==> config.mk <==
export PLATFORM = sky130hd
export DESIGN_NAME = vga_capture
export DESIGN_NICKNAME = d
export VERILOG_FILES = /design/src/rtl/vga_capture.sv
export SDC_FILE = /design/constraint.sdc
export NUM_CORES = 1
export LEC_CHECK = 0
export ABC_AREA = 1
export CORE_ASPECT_RATIO = 1.5
export CORE_UTILIZATION = 43
export DETAILED_ROUTE_END_ITERATION = 10
export PLACE_DENSITY = 0.65
export SLEW_MARGIN = 20
export SYNTH_ARGS = -nofsm -noshare
export SYNTH_HDL_FRONTEND = slang
export SYNTH_SLANG_ARGS = --single-unit
==> constraint.sdc <==
create_clock -name clk -period 3.17 [get_ports clk]
set_input_delay 0.317 -clock clk [delete_from_list [all_inputs] [get_ports clk]]
set_output_delay 0.317 -clock clk [all_outputs]
set_load 0.005 [all_outputs]
==> src/rtl/vga_capture.sv <==
// vga_capture: rebuilds pixel coordinates from 640x480@60 Hsync/Vsync/RGB, verifies timing and reports lock
// Ports: clk/rst (sync, active high); Hsync/Vsync active-low syncs and RGB_in, sampled every other clk;
// pix_valid/PixX/PixY/RGB_out one strobe per visible pixel while locked; frame_start per frame boundary;
// locked after LOCK_FRAMES good frames; timing_err strobe on line/frame length mismatch or sync timeout.
module vga_capture #(
    parameter int H_VISIBLE   = 640,
    parameter int H_BACK      = 48,
    parameter int H_SYNC      = 96,
    parameter int H_TOTAL     = 800,
    parameter int V_VISIBLE   = 480,
    parameter int V_BACK      = 33,
    parameter int V_SYNC      = 2,
    parameter int V_TOTAL     = 525,
    parameter int LOCK_FRAMES = 2
) (
    input  logic        clk,
    input  logic        rst,
    input  logic        Hsync,
    input  logic        Vsync,
    input  logic [11:0] RGB_in,
    output logic        pix_valid,
    output logic [9:0]  PixX,
    output logic [9:0]  PixY,
    output logic [11:0] RGB_out,
    output logic        frame_start,
    output logic        locked,
    output logic        timing_err
);
    localparam logic [9:0] MAX     = 10'h3ff;
    localparam logic [9:0] H_LAST  = 10'(H_TOTAL - 1);
    localparam logic [9:0] V_LAST  = 10'(V_TOTAL - 1);
    localparam logic [9:0] H_VIS_0 = 10'(H_SYNC + H_BACK);
    localparam logic [9:0] H_VIS_1 = 10'(H_SYNC + H_BACK + H_VISIBLE - 1);
    localparam logic [9:0] V_VIS_0 = 10'(V_SYNC + V_BACK);
    localparam logic [9:0] V_VIS_1 = 10'(V_SYNC + V_BACK + V_VISIBLE - 1);
    localparam logic [3:0] LOCK_N  = 4'(LOCK_FRAMES);

    typedef enum logic [1:0] {SEARCH, VERIFY, LOCKED} state_t;

    state_t      state_q, state_d;
    logic        px_en_q, px_en_d, hs_prev_q, hs_prev_d, vs_prev_q, vs_prev_d;
    logic        vpend_q, vpend_d, hfirst_q, hfirst_d, vfirst_q, vfirst_d;
    logic [9:0]  hpos_q, hpos_d, vpos_q, vpos_d;
    logic [3:0]  cnt_q, cnt_d;
    logic        pix_valid_q, pix_valid_d, frame_start_q, frame_start_d;
    logic        locked_q, locked_d, timing_err_q, timing_err_d;
    logic [9:0]  pix_x_q, pix_x_d, pix_y_q, pix_y_d;
    logic [11:0] rgb_q, rgb_d;
    logic        tick, hfall, vfall, boundary, line_err, frame_err, timeout, err, visible;
    logic [9:0]  hinc, vinc, hidx, vidx;

    always_comb begin
        tick      = px_en_q;
        hfall     = tick && !Hsync && hs_prev_q;
        vfall     = tick && !Vsync && vs_prev_q;
        // a Vsync fall on the same tick as the Hsync fall starts the frame on this line
        boundary  = hfall && (vpend_q || vfall);
        hinc      = (hpos_q == MAX) ? MAX : hpos_q + 10'd1;
        vinc      = (vpos_q == MAX) ? MAX : vpos_q + 10'd1;
        hidx      = hfall ? '0 : hinc;
        vidx      = boundary ? '0 : (hfall ? vinc : vpos_q);
        line_err  = hfall && !hfirst_q && (hpos_q != H_LAST);
        frame_err = boundary && !vfirst_q && (vpos_q != V_LAST);
        // fires only on the step into saturation, so a dead link reports once
        timeout   = tick && (hidx == MAX) && (hpos_q != MAX);
        err       = line_err || frame_err || timeout;
        visible   = tick && (hidx >= H_VIS_0) && (hidx <= H_VIS_1) && (vidx >= V_VIS_0) && (vidx <= V_VIS_1);
        px_en_d       = !px_en_q;
        hs_prev_d     = tick ? Hsync : hs_prev_q;
        vs_prev_d     = tick ? Vsync : vs_prev_q;
        hpos_d        = tick ? hidx : hpos_q;
        vpos_d        = tick ? vidx : vpos_q;
        vpend_d       = boundary ? 1'b0 : (vfall || vpend_q);
        hfirst_d      = timeout || (hfirst_q && !hfall);
        vfirst_d      = timeout || (vfirst_q && !boundary);
        pix_valid_d   = visible && locked_q;
        pix_x_d       = pix_valid_d ? hidx - H_VIS_0 : pix_x_q;
        pix_y_d       = pix_valid_d ? vidx - V_VIS_0 : pix_y_q;
        rgb_d         = pix_valid_d ? RGB_in : rgb_q;
        frame_start_d = boundary;
        timing_err_d  = err;
        state_d       = state_q;
        cnt_d         = cnt_q;
        locked_d      = locked_q;
        if (err) begin
            state_d  = SEARCH;
            cnt_d    = '0;
            locked_d = 1'b0;
        end else if (boundary && state_q == SEARCH) begin
            state_d = VERIFY;
        end else if (boundary && state_q == VERIFY) begin
            cnt_d    = cnt_q + 4'd1;
            state_d  = (cnt_q + 4'd1 == LOCK_N) ? LOCKED : VERIFY;
            locked_d = (cnt_q + 4'd1 == LOCK_N);
        end
    end

    always_ff @(posedge clk) begin
        if (rst) begin
            state_q       <= SEARCH;
            px_en_q       <= 1'b0;
            hs_prev_q     <= 1'b1;
            vs_prev_q     <= 1'b1;
            vpend_q       <= 1'b0;
            hfirst_q      <= 1'b1;
            vfirst_q      <= 1'b1;
            hpos_q        <= MAX;
            vpos_q        <= MAX;
            cnt_q         <= '0;
            pix_valid_q   <= 1'b0;
            frame_start_q <= 1'b0;
            locked_q      <= 1'b0;
            timing_err_q  <= 1'b0;
            pix_x_q       <= '0;
            pix_y_q       <= '0;
            rgb_q         <= '0;
        end else begin
            state_q       <= state_d;
            px_en_q       <= px_en_d;
            hs_prev_q     <= hs_prev_d;
            vs_prev_q     <= vs_prev_d;
            vpend_q       <= vpend_d;
            hfirst_q      <= hfirst_d;
            vfirst_q      <= vfirst_d;
            hpos_q        <= hpos_d;
            vpos_q        <= vpos_d;
            cnt_q         <= cnt_d;
            pix_valid_q   <= pix_valid_d;
            frame_start_q <= frame_start_d;
            locked_q      <= locked_d;
            timing_err_q  <= timing_err_d;
            pix_x_q       <= pix_x_d;
            pix_y_q       <= pix_y_d;
            rgb_q         <= rgb_d;
        end
    end

    assign pix_valid   = pix_valid_q;
    assign PixX        = pix_x_q;
    assign PixY        = pix_y_q;
    assign RGB_out     = rgb_q;
    assign frame_start = frame_start_q;
    assign locked      = locked_q;
    assign timing_err  = timing_err_q;
endmodule

==> impl_metrics.tcl, run 1 <==
set metrics [dict create \
    die_y_um 116 \
    core_util_final_pct 55.0 \
    die_area_mm2 0.00905 \
    yosys_most_used_dff "dfxtp_1" \
    ys_seq_elements 68 \
    post_cts.repair.setup_buffers 0 \
    totalWireLength_mm 9.29 \
    setup.worst_path.end_class "register" \
    cell_at_the_root_of_the_clock_tree "clkbuf_16" \
    pwr_density_cell_mw_per_mm2 621 \
    fin_nets 622 \
    worstSkewPairLatency_ns 0.33 \
    synthDominantAreaCellType "dfxtp_1" \
    detail_route.wl_per_cell_um 13.1 \
    yosys-top-cells-area "dfxtp_1, nand2_1, nor2_1" \
    static-leakage-power_nw 2.20 \
    tritoncts_num_sinks 68 \
    critical_path.reg2reg.startpoint "hpos_q[0]" \
    final-hold-violation-count 0 \
    floorplan.initialDensity_pct 44.3 \
    critical_path_class "reg -> reg" \
    status "finished, final reports clean" \
    io_pins 52 \
    setup.worst_path.start_class "register" \
    grt_setup_unrepaired "false" \
    worst_pin_slew_ns 0.758 \
    synth_largest_type_area_fraction_pct 36.5 \
    worstPathMaxFanout 7 \
    die_w_um 78.0 \
    antennaDiodeCount 0 \
    starting_drc_count_in_detailed_routing 171 \
    max-slew-margin-rel_pct 49.3 \
    placedInstanceArea_mm2 0.00433 \
    first_pass_grt_wire_length_mm 15.2 \
    grt_start_max_net_pins 33 \
    postCtsHoldBufs 0 \
    final_hpwl_dp_mm 6.83 \
    yosys.cell_types.count 38 \
    cts_htree_levels 3 \
    drc 0 \
    min-delay-start "hfirst_q" \
    worstPathArrival_ns 2.97 \
    worst_hold_slack_ns 0.472 \
    synth_nets 570 \
    maxCapViolations 0 \
    total_power_mw 2.87 \
    cts_inserted_buffers 9 \
    reg2reg_setup_slack_ns 0.40 \
    synth.yosys.warnings 0 \
    final_cell_count_no_fill 709 \
    globalRoute.totalOverflow 0 \
    area_growth_syn_to_layout_pct 24.1 \
    detailedRoute.firstPassIterationCount 4 \
    timing.final.max_slew_violations 0 \
    final.period_utilization_pct 87.2 \
    vdd_ir_drop_max_mv 0.343 \
    synthesis.instances 545 \
    cts_resized 0 \
    seq_area_frac_synth_pct 36.5 \
    yosysMostFrequentCell "nand2_1" \
    numPlacedInstances 692 \
    placement_rows 41 \
    viasPerCell 5.08 \
    syn-mean-instance-area_um2 6.84 \
    num_vias 3601 \
    routabilityCongestion 0.869 \
    synth.cell_area_mm2 0.00373 \
    hold_path_depth 2 \
    min_delay_worst_endpoint "hfirst_q" \
    post_synth_most_frequent_cells "nand2_1, nor2_1, dfxtp_1" \
    tritoncts "done" \
    ys_async_sr_fraction_pct 0 \
    max_clock_freq_ghz 0.362 \
    worst_ep_required_time_ns 3.38 \
    post_route_skew_ns 0.00710 \
    rr_endpoint "cnt_q[2]" \
    hold_path.class "reg -> reg" \
    final_critical_period_ns 2.77 \
    timing.final.ws_setup_ns 0.405 \
    placeable_core_area_mm2 0.00841 \
    totalNegativeSetupSlack_ns 0 \
    ant_nets 0 \
    detailedPlace.worstSlack_ns 0.0421 \
    synth_enable_flop_cells 0 \
    setup_viol 0 \
    drive_gt1_share_pct 9.47 \
    cts.path.max_buffers 2 \
    clkSlewWorstSetupHoldPaths_ns 0.05 \
    numPortBuffers 51 \
    design_area_mm2 0.00463 \
    groute.usage.overall_pct 21.7 \
    number_of_global_route_vias_before_repair 3323 \
    timing.reg2reg.worst_path_depth 13 \
    grt_antenna_before_repair 0 \
]
-- worst max-delay path by stage --
stage              start       end  slack (ns)  cells after the start
3_5_place_dp       Hsync   PixX[1]        0.04                     19
4_1_cts        hpos_q[0]   PixX[1]        0.22                     16
2_1_floorplan    px_en_q   PixX[0]        0.78                     18
6_report       hpos_q[0]  cnt_q[2]        0.40                     13
3_3_place_gp       Hsync   PixY[0]        0.18                     19
5_1_grt        hpos_q[0]    locked        0.09                     13
-- registers in the layout, indices dropped and copies added, names as in the netlist --
register	flops
PixX	10
PixY	10
locked	1
frame_start	1
pix_valid	1
vfirst_q	1
cnt_q	4
vpos_q	10
hpos_q	10
px_en_q	1
hs_prev_q	1
vs_prev_q	1
RGB_out	12
hfirst_q	1
timing_err	1
vpend_q	1
state_q	2
-- cells in the final DEF (no fill, tap or decap), types with 3 or more instances in the layout --
| cell | count |
|---|---|
| o21ai_0 | 11 |
| nand4_1 | 8 |
| nor2_2 | 4 |
| buf_12 | 3 |
| nand3_2 | 4 |
| dfxtp_1 | 67 |
| clkbuf_16 | 9 |
| clkinv_2 | 3 |
| nand3b_1 | 17 |
| xnor2_1 | 3 |
| ha_1 | 9 |
| nand2_1 | 142 |
| a21oi_1 | 9 |
| buf_4 | 6 |
| xor2_1 | 7 |
| inv_1 | 47 |
| inv_2 | 5 |
| a22oi_1 | 8 |
| clkdlybuf4s50_1 | 51 |
| nor3_1 | 6 |
| nor2_4 | 5 |
| nand3_1 | 49 |
| nand2_2 | 9 |
| nor2_1 | 97 |
-- worst max-delay path: stages (launching register included) --
cell,delay (ns)
dfxtp_1,0.40
ha_1,0.26
inv_1,0.10
nor2_2,0.17
nand3_1,0.19
nand3_1,0.13
nand2_1,0.12
inv_1,0.08
ha_1,0.14
nand3_1,0.07
nor4_1,0.39
nand4_1,0.22
nand4_1,0.29
a21oi_1,0.07
-- logic make-up (layout without fill, tap and decap cells) --
| logic type | Yosys count | in the layout | share of synthesized area, % |
|---|---|---|---|
| fa+ha+maj | 9 | 9 | 3.02 |
| flops | 68 | 68 | 36.5 |
| compound gates | 40 | 40 | 6.81 |
| buf+inv | 72 | 128 | 9.19 |
| simple gates | 346 | 347 | 42.1 |
| xor+xnor | 10 | 10 | 2.35 |
-- layout make-up --
cell class              count  area (um2)
fillers                   832        3780
multi-input cells         406        2040
flip-flops and latches     68        1360
repair buffers             60         616
clock buffers              11         233
inverters                  52         195
well taps                 107         134
clock inverters             5        52.6
-- report_power, final --
group / total [mW] / internal [mW] / switching [mW]
Combinational: 0.961 / 0.332 / 0.629
Clock: 0.962 / 0.604 / 0.358
Sequential: 0.950 / 0.902 / 0.0485
Total: 2.87 / 1.84 / 1.04
-- layer usage --
layer	global-route usage, %	wire [um]
met2	39.2	4740
met4	11.7	351
met5	0	0
met1	23.9	3780
met3	4.41	427
Note: power is estimated with default switching activity, not from simulation.
==> inputs of run 2 (changes only) <==
==> constraint.sdc (replaced) <==
create_clock -name clk -period 3 [get_ports clk]
set_input_delay 0.3 -clock clk [delete_from_list [all_inputs] [get_ports clk]]
set_output_delay 0.3 -clock clk [all_outputs]
set_load 0.005 [all_outputs]
==> impl_metrics.tcl, run 2 (same netlist as run 1, synthesis figures left out) <==
set metrics [dict create \
    status "finished, final reports clean" \
    pwr-share-comb_pct 34.0 \
    detail_route.wl_per_cell_um 12.7 \
    critical_path_class "reg -> reg" \
    crit_slowest_cell "dfxtp_1" \
    drc 0 \
    floorplan.initialDensity_pct 44.3 \
    area_growth_syn_to_layout_pct 26.8 \
    num_vias 3554 \
    multiInputGateArea_mm2 0.00204 \
    clkSlewWorstSetupHoldPaths_ns 0.05 \
    globalRoute.totalOverflow 0 \
    starting_drc_count_in_detailed_routing 200 \
    fill_cells 848 \
    number_of_global_route_vias_before_repair 3394 \
    io_pins 52 \
    totalNegativeSetupSlack_ns 0 \
    ant_nets 0 \
    final_critical_period_ns 2.77 \
    worst_ep_required_time_ns 3.21 \
    largest_reg_flops 12 \
    grt_start_max_net_pins 38 \
    setup.worst_path.end_class "register" \
    numPortBuffers 51 \
    most_frequent_cells_in_the_layout "nand2_1, nor2_1, dfxtp_1" \
    max-slew-margin-rel_pct 50.6 \
    die_area_mm2 0.00905 \
    cts_inserted_buffers 9 \
    cts_htree_levels 3 \
    groute.usage.overall_pct 21.4 \
    cell_chain_of_the_critical_path "ha_1 -> inv_1 -> nor2_2 -> nand3_1 -> nand3_1 -> nand2_1 -> buf_4 -> inv_1 -> ha_1 -> nand3_1 -> nor4_1 -> nand4_1 -> nand4_1 -> nor2_1" \
    tritoncts "done" \
    worstSkewPairLatency_ns 0.33 \
    drive_gt1_share_pct 11.4 \
    cell_at_the_root_of_the_clock_tree "clkbuf_16" \
    post_route_skew_ns 0.00891 \
    final-hold-violation-count 0 \
    die_y_um 116 \
    detailedRoute.firstPassIterationCount 4 \
    totalWireLength_mm 9.12 \
    p_sw_share_pct 35.3 \
    static-leakage-power_nw 2.27 \
    path_buf_inv 3 \
    cpPeakStageDelay_ns 0.41 \
    antennaDiodeCount 0 \
    cts.path.max_buffers 2 \
    placeable_core_area_mm2 0.00841 \
    critical-path-top-cell-by-count "nand3_1" \
    setup.worst_path.start_class "register" \
    cell_internal_pwr_mw 2.02 \
    placement_rows 41 \
    core_util_final_pct 56.2 \
    grt_setup_unrepaired "false" \
    share_seq_of_total_power_pct 32.1 \
    hold_path.class "reg -> reg" \
    seqCellArea_mm2 0.00136 \
    worstPathMaxFanout 7 \
    first_pass_grt_wire_length_mm 15.1 \
    viasPerCell 4.93 \
    tritoncts_num_sinks 68 \
    grt_antenna_before_repair 0 \
    setup_viol 0 \
    timing.critical_path.depth 14 \
    max_clock_freq_ghz 0.361 \
    timing.final.max_slew_violations 0 \
    fin_nets 635 \
    clkPwrFrac_pct 34.0 \
    hold_path_depth 2 \
    final_hpwl_dp_mm 6.76 \
    critical-path-top-delay-family "simple AND/OR/NAND/NOR gates" \
    maxCapViolations 0 \
    postCtsHoldBufs 0 \
    die_w_um 78.0 \
    vdd_ir_drop_max_mv 0.293 \
    routabilityCongestion 0.891 \
    worstPathArrival_ns 2.98 \
    timing.reg2reg.worst_path_depth 14 \
    layout.cells.most_common "nand2_1" \
    netSwitchingPower_mw 1.10 \
    pwr_density_cell_mw_per_mm2 661 \
    final.period_utilization_pct 92.4 \
    worst_pin_slew_ns 0.738 \
]
[run 2: cell types whose count changed in the layout (fill, tap and decap cells not counted)]
cell	previous run	this run
clkinv_2	3	2
dfxtp_1	67	68
clkinv_4	0	1
clkbuf_1	2	0
buf_12	3	2
clkbuf_8	0	2
dfxtp_2	1	0
buf_4	6	20
clkinvlp_4	1	0
[run 2: timing repair]
action,in CTS,in global routing
gates resized for setup,0,1
setup buffers,0,1
endpoints found under the setup margin,0,38
[run 2: final timing paths]
kind | from | endpoint | slack, ns
setup reg to reg | hpos_q[0] | state_q[1] | 0.23
setup / recovery | hpos_q[0] | state_q[1] | 0.23
hold reg to reg | PixX[2] | PixX[2] | 0.48
hold / removal | PixX[2] | PixX[2] | 0.48
[run 2: power by group through the flow]
stage          clock network (mW)  logic [mW]  registers [mW]
3_5_place_dp                    0        1.04            1.02
5_1_grt                      1.13        1.21            1.01
6_report                     1.06        1.06            1.00
3_3_place_gp                    0        1.04            1.02
4_1_cts                      1.08        1.05            1.00
2_1_floorplan                   0       0.802            1.01
[run 2: area by class of cell]
class	instances	share of cell area [%]
clock inverter	4	1.03
tap	107	2.83
clock buffer	11	5.35
inverter	52	4.13
sequential	68	28.8
multi-input combinational	406	43.1
timing repair buffer	73	14.8
[run 2: per-stage QoR]
step	total power, mW	setup WS [ns]	hold WS, ns	cell area, um2	cells
4_1_cts	3.14	0.196	0.484	4710	719
6_report	3.13	0.227	0.481	4730	721
3_3_place_gp	2.05	0.0638	0.457	4410	704
5_1_grt	3.35	0.00588	0.499	4730	721
3_5_place_dp	2.06	0.00838	0.474	4410	704
2_1_floorplan	1.81	0.606	0.441	3730	545
[run 2: routing by layer]
layer	vias up	global-route usage, %	wire [um]
met3	18	4.96	385
met2	87	38.8	4630
met1	1586	23.5	3910
met5	-	0	0
li1	1863	-	-
met4	0	10.4	193
[run 2: tightest hold or removal path: cells and delay by family (launching register included)]
kind             cells  cell delay, ns
DFF                  1            0.32
and+or+nand+nor      2            0.13
==> inputs of run 3 (changes only) <==
--- a/config.mk
+++ b/config.mk
@@ -7,9 +7,11 @@
 export LEC_CHECK = 0
 export ABC_AREA = 1
 export CORE_ASPECT_RATIO = 1.5
+export CORE_MARGIN = 3
 export CORE_UTILIZATION = 43
 export DETAILED_ROUTE_END_ITERATION = 10
-export PLACE_DENSITY = 0.65
+export DONT_BUFFER_PORTS = 1
+export PLACE_DENSITY = 0.6
 export SLEW_MARGIN = 20
 export SYNTH_ARGS = -nofsm -noshare
 export SYNTH_HDL_FRONTEND = slang
==> constraint.sdc (replaced) <==
create_clock -name clk -period 2.4 [get_ports clk]
set_input_delay 0.24 -clock clk [delete_from_list [all_inputs] [get_ports clk]]
set_output_delay 0.24 -clock clk [all_outputs]
set_load 0.005 [all_outputs]
==> impl_metrics.tcl, run 3 (same netlist as run 1, synthesis figures left out) <==
set metrics [dict create \
    largest_reg_flops 12 \
    placeable_core_area_mm2 0.00841 \
    tritoncts "done" \
    setup_viol 0 \
    die_y_um 120 \
    floorplan.initialDensity_pct 44.3 \
    detailedRoute.firstPassIterationCount 4 \
    numPlacedInstances 701 \
    layout.cells.most_common "nand2_1" \
    clkSlewWorstSetupHoldPaths_ns 0.06 \
    first_pass_grt_wire_length_mm 15.6 \
    viasPerCell 5.03 \
    die_w_um 82.0 \
    number_of_global_route_vias_before_repair 3505 \
    grt_antenna_before_repair 0 \
    io_pins 52 \
    final_cell_count_no_fill 740 \
    area_growth_syn_to_layout_pct 36.0 \
    fin_nets 654 \
    placement_rows 41 \
    cts_inserted_buffers 9 \
    hold_path.class "in -> reg" \
    max_clock_freq_ghz 0.422 \
    starting_drc_count_in_detailed_routing 176 \
    grt_setup_unrepaired "true" \
    design_area_mm2 0.00507 \
    vdd_ir_drop_max_mv 0.494 \
    max-slew-margin-rel_pct 55.0 \
    drive_gt1_share_pct 31.8 \
    worstPathArrival_ns 2.60 \
    grt_start_max_net_pins 22 \
    routabilityCongestion 0.925 \
    worst_hold_slack_ns 0.0714 \
    placedInstanceArea_mm2 0.00423 \
    tritoncts_num_sinks 68 \
    num_vias 3724 \
    globalRoute.totalOverflow 0 \
    maxCapViolations 0 \
    cts_htree_levels 3 \
    most_frequent_cells_in_the_layout "nand2_1, nor2_1, buf_4" \
    worstPathMaxFanout 7 \
    antennaDiodeCount 0 \
    final.period_utilization_pct 98.8 \
    setup.worst_path.start_class "register" \
    final_hpwl_dp_mm 6.97 \
    groute.usage.overall_pct 20.4 \
    ant_nets 0 \
    core_util_final_pct 60.3 \
    drc 0 \
    detail_route.wl_per_cell_um 13.7 \
    totalWireLength_mm 10.1 \
    worstSkewPairLatency_ns 0.34 \
    status "finished, final reports clean" \
    critical_path_class "reg -> reg" \
    setup.worst_path.end_class "register" \
    post_route_skew_ns 0.00539 \
    die_area_mm2 0.00985 \
    final_critical_period_ns 2.37 \
    timing.final.max_slew_violations 0 \
    cts.path.max_buffers 2 \
    final-hold-violation-count 0 \
    worst_ep_required_time_ns 2.63 \
    worst_pin_slew_ns 0.672 \
    numPortBuffers 0 \
    fill_cells 779 \
    cell_at_the_root_of_the_clock_tree "clkbuf_16" \
    pwr_density_cell_mw_per_mm2 884 \
    static-leakage-power_nw 2.45 \
]
## run 3: final timing paths
path | end | slack [ns] | cells past startpoint | from
worst max-delay path | RGB_out[9] | 0.03 | 18 | vpos_q[0]
worst min-delay path | hpos_q[1] | 0.07 | 2 | rst
worst max register to register | RGB_out[9] | 0.03 | 18 | vpos_q[0]
worst min register to register | hfirst_q | 0.47 | 2 | hfirst_q
## run 3: cell type report
type | instances | area [um2] | share of cell area (%)
well taps | 107 | 134 | 2.64
repair buffers | 92 | 787 | 15.5
multi-input cells | 406 | 2290 | 45.3
flip-flops and latches | 68 | 1380 | 27.2
inverters | 52 | 198 | 3.90
clock buffers | 12 | 256 | 5.06
clock inverters | 3 | 22.5 | 0.444
## run 3: what timing repair did
action                                 CTS  global route
buffers inserted                        13             5
setup endpoints to repair               35            42
hold buffers                             1             0
gates resized for setup                 38            64
gates cloned                             3             2
endpoints found under the hold margin    3             0
pin swaps                               13            21
## run 3: metal layers
layer	part of all wire [%]	GRT usage (%)	vias to the layer above
met5	0	0	-
met4	3.1	9.98	0
met3	4.9	4.50	30
met2	52	36.0	90
met1	40	22.2	1695
li1	-	-	1909
## run 3: critical path, stage by stage, from the launching register on
cell and delay (ns):
dfxtp_4 0.36, ha_4 0.13, nand4_1 0.14, buf_4 0.18
nor2_1 0.08, nand2_1 0.12, nand2_2 0.14, inv_1 0.07
a21oi_1 0.14, nand2_1 0.12, nand2_2 0.09, buf_6 0.10
nor2_4 0.03, nor2_4 0.10, buf_12 0.14, buf_6 0.13
nand3b_1 0.08, nand2_1 0.06, nor2_1 0.04
## run 3: power by group
group	internal, mW	total (mW)	switching [mW]
combinational	0.915	2.00	1.08
clock	0.750	1.24	0.495
sequential	1.19	1.24	0.0471
total	2.86	4.48	1.62
## run 3: stage by stage
| stage | total power, mW | setup TNS [ns] | setup slack [ns] |
|---|---|---|---|
| after floorplan | 2.26 | 0 | 0.00596 |
| after global placement | 2.96 | -9.14 | -0.295 |
| after detailed placement | 2.96 | -9.94 | -0.343 |
| after CTS | 4.31 | 0 | 0.000500 |
| after global routing | 4.76 | -2.16 | -0.104 |
| final | 4.48 | 0 | 0.0284 |
